`src/rtl/uart_tx_pkg.sv`:
```
// Shared types and constants for the UART transmit path.
package uart_tx_pkg;

  // Frame sequencer states; encodings are visible to software debug readback.
  typedef enum logic [2:0] {
    StIdle   = 3'd0,
    StStart  = 3'd1,
    StData   = 3'd2,
    StParity = 3'd3,
    StStop   = 3'd4
  } uart_state_e;

  // Bit positions of the frame fields in the control register.
  localparam int unsigned CtrlStartBit     = 0;
  localparam int unsigned CtrlParityEnBit  = 1;
  localparam int unsigned CtrlParityOddBit = 2;
  localparam int unsigned CtrlStop2Bit     = 3;

  // Parity over up to 8 data bits; narrower words are zero-extended by the caller.
  function automatic logic calc_parity(input logic [7:0] data, input logic odd);
    return (^data) ^ odd;
  endfunction

endpackage

```
`src/rtl/uart_baud_tick.sv`:
```
// Bit-period divisor: counts 0..div-1 and ticks on the last cycle of each period.
// A divisor of 0 behaves as 1 (tick every cycle).
module uart_baud_tick #(
  parameter int unsigned DIV_WIDTH = 16
) (
  input  logic                 clk_i,
  input  logic                 rst_i,
  input  logic                 restart_i,
  input  logic [DIV_WIDTH-1:0] div_i,
  output logic                 tick_o
);

  logic [DIV_WIDTH-1:0] cnt_q, cnt_d;
  logic [DIV_WIDTH-1:0] last_cnt;

  // Terminal count and next count; restart holds the period at its first cycle.
  always_comb begin
    last_cnt = (div_i == '0) ? '0 : div_i - 1'b1;
    tick_o   = (cnt_q == last_cnt);
    cnt_d    = cnt_q + 1'b1;
    if (restart_i || tick_o) begin
      cnt_d = '0;
    end
  end

  // Counter register.
  always_ff @(posedge clk_i) begin
    if (rst_i) begin
      cnt_q <= '0;
    end else begin
      cnt_q <= cnt_d;
    end
  end

endmodule

```
`src/rtl/uart_tx.sv`:
```
// UART transmit engine: latches the TX registers on acceptance and serialises one frame.
module uart_tx
  import uart_tx_pkg::*;
#(
  parameter int unsigned DATA_WIDTH = 8,
  parameter int unsigned DIV_WIDTH  = 16
) (
  input  logic                  clk_i,
  input  logic                  rst_i,
  input  logic                  tx_start_i,
  input  logic [DATA_WIDTH-1:0] tx_data_i,
  input  logic [DIV_WIDTH-1:0]  baud_div_i,
  input  logic                  parity_en_i,
  input  logic                  parity_odd_i,
  input  logic                  stop2_i,
  output logic                  tx_o,
  output logic                  busy_o,
  output logic                  start_clr_o,
  output logic                  done_o
);

  // DATA_WIDTH is limited to 5..8, so a 3-bit index always suffices.
  localparam logic [2:0] LastIdx = 3'(DATA_WIDTH - 1);

  uart_state_e           state_q, state_d;
  logic [DATA_WIDTH-1:0] shift_q, shift_d;
  logic [DIV_WIDTH-1:0]  div_q, div_d;
  logic                  par_en_q, par_en_d;
  logic                  par_bit_q, par_bit_d;
  logic                  stop2_q, stop2_d;
  logic [2:0]            bit_idx_q, bit_idx_d;
  logic                  tick;
  logic                  start_clr;
  logic                  done;

  // Bit timer is held at zero while idle so the start bit gets a full period.
  uart_baud_tick #(
    .DIV_WIDTH (DIV_WIDTH)
  ) u_baud_tick (
    .clk_i     (clk_i),
    .rst_i     (rst_i),
    .restart_i (state_q == StIdle),
    .div_i     (div_q),
    .tick_o    (tick)
  );

  // Frame sequencing and input latching.
  always_comb begin
    state_d   = state_q;
    shift_d   = shift_q;
    div_d     = div_q;
    par_en_d  = par_en_q;
    par_bit_d = par_bit_q;
    stop2_d   = stop2_q;
    bit_idx_d = bit_idx_q;
    start_clr = 1'b0;
    done      = 1'b0;
    unique case (state_q)
      StIdle: begin
        if (tx_start_i) begin
          start_clr = 1'b1;
          state_d   = StStart;
          shift_d   = tx_data_i;
          div_d     = baud_div_i;
          par_en_d  = parity_en_i;
          par_bit_d = calc_parity(8'(tx_data_i), parity_odd_i);
          stop2_d   = stop2_i;
          bit_idx_d = '0;
        end
      end
      StStart: begin
        if (tick) begin
          state_d   = StData;
          bit_idx_d = '0;
        end
      end
      StData: begin
        if (tick) begin
          shift_d = shift_q >> 1;
          if (bit_idx_q == LastIdx) begin
            bit_idx_d = '0;
            state_d   = par_en_q ? StParity : StStop;
          end else begin
            bit_idx_d = bit_idx_q + 3'd1;
          end
        end
      end
      StParity: begin
        if (tick) begin
          state_d = StStop;
        end
      end
      StStop: begin
        // bit_idx counts stop bits here; a second period runs only when stop2 is latched.
        if (tick) begin
          if (stop2_q && (bit_idx_q == 3'd0)) begin
            bit_idx_d = 3'd1;
          end else begin
            bit_idx_d = '0;
            state_d   = StIdle;
            done      = 1'b1;
          end
        end
      end
      default: begin
        state_d = StIdle;
      end
    endcase
  end

  // Serial line and status outputs; pulses are suppressed while reset is applied.
  always_comb begin
    tx_o = 1'b1;
    unique case (state_q)
      StStart:  tx_o = 1'b0;
      StData:   tx_o = shift_q[0];
      StParity: tx_o = par_bit_q;
      default:  tx_o = 1'b1;
    endcase
    busy_o      = (state_q != StIdle);
    start_clr_o = start_clr & ~rst_i;
    done_o      = done & ~rst_i;
  end

  // State and latched-configuration registers.
  always_ff @(posedge clk_i) begin
    if (rst_i) begin
      state_q   <= StIdle;
      shift_q   <= '0;
      div_q     <= '0;
      par_en_q  <= 1'b0;
      par_bit_q <= 1'b0;
      stop2_q   <= 1'b0;
      bit_idx_q <= '0;
    end else begin
      state_q   <= state_d;
      shift_q   <= shift_d;
      div_q     <= div_d;
      par_en_q  <= par_en_d;
      par_bit_q <= par_bit_d;
      stop2_q   <= stop2_d;
      bit_idx_q <= bit_idx_d;
    end
  end

endmodule

```
`config.mk`:
```
export PLATFORM = sky130hd
export DESIGN_NAME = uart_tx
export DESIGN_NICKNAME = d
export VERILOG_FILES = /design/src/rtl/uart_tx_pkg.sv /design/src/rtl/uart_baud_tick.sv /design/src/rtl/uart_tx.sv
export SDC_FILE = /design/constraint.sdc
export NUM_CORES = 1
export LEC_CHECK = 0
export CORE_UTILIZATION = 30
export CTS_CLUSTER_SIZE = 24
export DETAILED_ROUTE_END_ITERATION = 16
export HOLD_SLACK_MARGIN = 0.15
export PLACE_DENSITY = 0.56
export SYNTH_ARGS = -nofsm -noshare
export SYNTH_HDL_FRONTEND = slang
export SYNTH_SLANG_ARGS = --single-unit
```
`constraint.sdc`:
```
create_clock -name clk_i -period 4.45 [get_ports clk_i]
set_input_delay 0.89 -clock clk_i [delete_from_list [all_inputs] [get_ports clk_i]]
set_output_delay 0.89 -clock clk_i [all_outputs]
set_load 0.005 [all_outputs]
```
==> results of run 1 <==
## layer usage
layer	up-vias	part of all wire	track usage
met5	-	0	0
met4	0	0.017	0.05816
met3	12	0.038	0.01809
met2	79	0.45	0.2441
met1	1440	0.50	0.2183
li1	1569	-	-
## power groups by stage
stage          combinational [mW]  sequential [mW]  clock [mW]
2_1_floorplan               0.191            0.478           0
3_3_place_gp                0.275            0.485           0
3_5_place_dp                0.276            0.485           0
4_1_cts                     0.287            0.476       0.401
5_1_grt                     0.329            0.481       0.417
6_report                    0.301            0.478       0.391
## sequential cells by signal, summed over array words and instances, names as in the netlist
register and flops:
bit_idx_q 3, div_q 16, par_bit_q 1, par_en_q 1, shift_q 8, state_q 3, stop2_q 1, u_baud_tick.cnt_q 16
## final timing paths
path | to | start | depth (start not counted)
max | done_o | div_q[6]$_SDFFE_PP0P_ | 9
min | par_bit_q$_SDFFE_PP0P_ | par_bit_q$_SDFFE_PP0P_ | 2
max reg2reg | bit_idx_q[1]$_SDFFE_PP0P_ | div_q[6]$_SDFFE_PP0P_ | 10
min reg2reg | par_bit_q$_SDFFE_PP0P_ | par_bit_q$_SDFFE_PP0P_ | 2
## cells in the final DEF, fill, tap and decap left out, types with 3 or more instances in the layout
cell type and instances:
a211oi_1 3, dfxtp_1 47, and3_1 3, nor3_2 3, nand4b_1 3, nand2_1 76
xnor2_1 21, nor4_1 3, a311oi_1 8, or2_2 3, nor3_1 11, clkbuf_8 5
inv_1 15, o21ai_0 7, nor2_1 49, nand3_1 14, buf_4 17, a21oi_1 24
o211ai_1 3, mux2i_1 3, and4_1 6, nor2b_1 3, or3_1 5, xor2_1 12
ha_1 5, nand4_1 8, or4_1 5, or4_4 4, nand2b_1 4, a311o_1 3
clkdlybuf4s50_1 32
## tightest hold or removal path, cell delays in order (launching register included)
cell and delay (ns):
dfxtp_1 0.32, nand2_1 0.05, a21oi_1 0.05
## repair_timing
action | 4_1_cts | 5_1_grt
endpoints found under the setup margin | 1 | 1
gates resized for setup | 5 | 11
pin swaps | 4 | 5
buffers inserted | 2 | 2
## stage by stage
step / area, sq um / total power, mW
after floorplan: 3156 / 0.6698
after detailed placement: 3646 / 0.7617
final: 3897 / 1.169
after global placement: 3646 / 0.7596
after CTS: 3824 / 1.163
after global routing: 3897 / 1.227
## synthesized netlist by cell type (8+ instances only)
library cell / number
nand2_1: 76
dfxtp_1: 49
nor2_1: 49
a21oi_1: 24
xnor2_1: 21
clkbuf_1: 20
inv_1: 15
nand3_1: 14
nor3_1: 14
xor2_1: 13
a311oi_1: 8
nand4_1: 8
## logic make-up after synthesis
| logic type | Yosys count | synth area share |
|---|---|---|
| AOI/OAI and AO/OA | 77 | 0.1721 |
| xor gates and xnor gates | 34 | 0.09437 |
| adders and majority gates | 5 | 0.01983 |
| buffers and inverters | 42 | 0.05353 |
| DFF | 49 | 0.3109 |
| muxes | 4 | 0.01308 |
| and+or+nand+nor | 214 | 0.3362 |
## final cells by class
class / instances / area (sq um)
Clock buffer: 5 / 68.82
Multi-Input combinational cell: 334 / 2090
Tap cell: 136 / 170.2
Sequential cell: 49 / 983.4
Inverter: 15 / 56.30
Timing Repair Buffer: 50 / 460.4
Clock inverter: 3 / 68.82
Fill cell: 1081 / 6380
==> flow_summary.toml, run 1 <==
[status]
outcome = "finished clean"

[timing]
finalHoldViolations = 0
fin_crit_ns = 4.270
fmax_mhz = 234.2
setup_tns_ns = 0
hold_ws_ns = 0.4579
fin_worst_skew_ns = 0.008726
drv_slew = 0
setup_viol = 0
grt_setup_unrepaired = "no"
maxSlewHeadroom = 0.5073
setup_slack_ns = 0.1796
min_period_over_period = 0.9596
tightest_slew_ns = 0.7390

[grt]
grt_util_all_layers = 0.1558
first_global_vias = 2878
grt_overflow_total = 0
grt_first_pass_wirelength_microns = 13990
antenna_found_initial = 0
grt_max_degree = 37

[worst_setup_path]
worst_path_largest_cell_delay_ns = 0.60
cp-end-kind = "output pin"
crit_path_cell_trace = "or4_4, or3_4, or4_4, a31oi_4, and4_1, nand4_1, or4_4, nor2_1, dlymetal6s2s_1"
reg2reg_slack_ns = 0.77
start_kind = "register"
worstSetupPathType = "reg2out"
cp_max_fo = 5
worst-path-buf-inv = 1
cpLargestDelayFamily = "simple AND/OR/NAND/NOR gates"
crit_top_cell = "or4_4"
cp.required_ns = 3.56
arrival_ns = 3.38
slowest_stage = "or4_4"

[synthesis]
ys_ff_latch = 49
synthArstFlopShare = 0
synth_cell_types = 60
synth_edf_count = 0
ys.flop_type = "dfxtp_1"
syn_nets = 460
yosys-top-cells-area = "dfxtp_1 31%, nand2_1 9.0%, nor2_1 5.8%"
netlist_instances = 425
seq_area_frac_synth = 0.3109
avgSynthCellArea_sq_um = 7.425
yosysTopAreaCell = "dfxtp_1"
synth-warning-count = 0
netlist.area_leader.share = 0.3109
synth_area_sq_um = 3156

[clocking]
cts_buffers = 5
clkLatencyLatePin_ns = 0.31
ctsHoldBuffers = 0
cts_tree = "done"
path_clk_slew_ns = 0.10
clk_path_buf_depth = 2
clock-sinks = 49
htree_num_levels = 2
cts_root_buf = "clkbuf_8"

[detailed_routing]
viasPerCell = 5.236
ant_nets = 0
routed_wl_microns = 8323
wire_per_inst_microns = 14.06
drt_first_pass_iters = 4
vias = 3100
drc_errors = 0
drt_first_iter_violations = 183

[pwr]
switchingPower_mw = 0.3404
p_leak_nw = 1.384
power_density_nw_per_um2 = 299.9
irDropWorstVdd_mv = 0.1378
switching_share = 0.2912
clkPwrFrac = 0.334
seq_power_share = 0.408
p_int_mw = 0.8286
p_comb_frac = 0.257

[hold_path]
min_path_type = "reg2reg"

[floorplan]
start_util = 0.3070
die_area_sq_um = 10930
rows = 37
fp.dieH_microns = 104.6
die_w_microns = 104.6
io_pins = 34
core_area_sq_um = 10280

[run]
max_cap_viol_count = 0

[cells_and_area]
n_antenna_cell = 0
final_nets = 490
layout-drive-gt1-share = 0.1096
fin_util = 0.3792
fin_cells = 592
syn2layout_area_growth_pct = 23.51

[placed_design]
place_ws_ns = 0.1294
hpwl_microns = 6193
finalWeightedCongestion = 0.8806
dp_cells = 580
port_buffers = 33
Power figures use the tool's default switching activity.
==> run 2: changes to the inputs <==
clock period = 4.4 ns   (was 4.45 ns; I/O delays follow)
==> flow_summary.toml, run 2 (synthesis results as in run 1) <==
[status]
outcome = "finished clean"

[timing]
tightest_slew_ns = 0.7250
finalHoldViolations = 0
fin_crit_ns = 4.128
grt_setup_unrepaired = "no"
fin_worst_skew_ns = 0.005489
min_period_over_period = 0.9382
hold_ws_ns = 0.4628
setup_viol = 0
maxSlewHeadroom = 0.5167
fmax_mhz = 242.2
setup_tns_ns = 0
drv_slew = 0

[clocking]
cts_tree = "done"
path_clk_slew_ns = 0.10
ctsHoldBuffers = 0
clock-sinks = 49
clk_path_buf_depth = 2
htree_num_levels = 2
cts_root_buf = "clkbuf_8"
cts_buffers = 5
clkLatencyLatePin_ns = 0.31

[run]
max_cap_viol_count = 0

[cells_and_area]
largestRegisters = "div_q x16, u_baud_tick.cnt_q x16, shift_q x8"
syn2layout_area_growth_pct = 21.97
final_nets = 493
layout-drive-gt1-share = 0.09804
layout_commonest_cell = "nand2_1"
n_antenna_cell = 0
mostFrequentLayoutCells = "76 x nand2_1, 49 x dfxtp_1, 48 x nor2_1"

[detailed_routing]
wire_per_inst_microns = 14.03
drt_first_pass_iters = 5
ant_nets = 0
drc_errors = 0
viasPerCell = 5.121
vias = 3047
drt_first_iter_violations = 185
routed_wl_microns = 8350

[pwr]
seq_power_share = 0.431
p_leak_nw = 1.354
irDropWorstVdd_mv = 0.1435
p_int_mw = 0.7779
p_comb_frac = 0.270
clkPwrFrac = 0.300
switching_share = 0.3052
switchingPower_mw = 0.3417
power_density_nw_per_um2 = 290.9

[grt]
grt_first_pass_wirelength_microns = 14220
first_global_vias = 2866
antenna_found_initial = 0
grt_overflow_total = 0
grt_util_all_layers = 0.1591
grt_max_degree = 37

[floorplan]
die_area_sq_um = 10930
die_w_microns = 104.6
start_util = 0.3070
core_area_sq_um = 10280
rows = 37
fp.dieH_microns = 104.6
io_pins = 34

[worst_setup_path]
cp.required_ns = 3.52
arrival_ns = 3.25
worstSetupPathType = "reg2out"
cp_max_fo = 5
reg2reg_slack_ns = 0.81
cp-end-kind = "output pin"
start_kind = "register"

[placed_design]
finalWeightedCongestion = 0.8662
port_buffers = 33
hpwl_microns = 6333

[hold_path]
min_path_type = "reg2reg"
-- run 2: cell types whose count changed in the layout (fill, tap and decap cells not counted), moves of 2 or more --
cell | before | now
buf_4 | 17 | 20
dfxtp_1 | 47 | 49
dfxtp_2 | 2 | 0
nor3_1 | 11 | 13
nor3_2 | 3 | 1
-- run 2: per-stage QoR --
| step | total power [mW] | instance area [sq um] | utilization | setup WS (ns) | cells |
|---|---|---|---|---|---|
| 2_1_floorplan | 0.6774 | 3156 | - | 0.5517 | 425 |
| 3_3_place_gp | 0.7730 | 3669 | 0.3570 | 0.1234 | 583 |
| 3_5_place_dp | 0.7771 | 3669 | 0.3570 | 0.06690 | 583 |
| 4_1_cts | 1.131 | 3849 | 0.3745 | 0.2695 | 595 |
| 5_1_grt | 1.184 | 3849 | 0.3745 | 0.08448 | 595 |
| 6_report | 1.120 | 3849 | 0.3745 | 0.2718 | 595 |
-- run 2: final timing paths --
path                                              from                   endpoint  cells after the start
worst max-delay path             div_q[0]$_SDFFE_PP0P_                     done_o                     11
worst min-delay path            par_bit_q$_SDFFE_PP0P_     par_bit_q$_SDFFE_PP0P_                      2
worst max register to register   div_q[3]$_SDFFE_PP0P_  bit_idx_q[1]$_SDFFE_PP0P_                     10
worst min register to register  par_bit_q$_SDFFE_PP0P_     par_bit_q$_SDFFE_PP0P_                      2
-- run 2: area by class of cell --
class                           count  area, sq um
Fill cell                        1103         6429
Clock inverter                      3        46.29
Inverter                           15        56.30
Clock buffer                        5        68.82
Multi-Input combinational cell    334         2047
Tap cell                          136        170.2
Sequential cell                    49        980.9
Timing Repair Buffer               53        479.2
-- run 2: power by group through the flow --
stage | Sequential [mW] | Combinational [mW] | Clock (mW)
3_3_place_gp | 0.490 | 0.282 | 0
6_report | 0.482 | 0.302 | 0.336
5_1_grt | 0.486 | 0.332 | 0.366
2_1_floorplan | 0.484 | 0.194 | 0
4_1_cts | 0.482 | 0.300 | 0.349
3_5_place_dp | 0.491 | 0.286 | 0
-- run 2: critical path, cell delays in order, from the launching register on --
cell	delay (ns)
dfxtp_1	0.37
inv_1	0.07
ha_1	0.20
nor2b_1	0.34
nand2_1	0.22
xnor2_1	0.17
a221o_1	0.31
a2111oi_2	0.33
nand4_1	0.14
or4_4	0.46
nor2_2	0.10
dlygate4sd2_1	0.23
-- run 2: what timing repair did --
item	4_1_cts	5_1_grt
gates resized for setup	8	0
setup endpoints to repair	1	0
setup buffers	4	0
-- run 2: per-layer routing --
metal / up-vias / global-route usage / wire length (microns)
li1: 1579 / - / -
met1: 1397 / 0.2287 / 4245
met2: 66 / 0.2455 / 3702
met3: 5 / 0.02308 / 309
met4: 0 / 0.04388 / 93
met5: - / 0 / 0
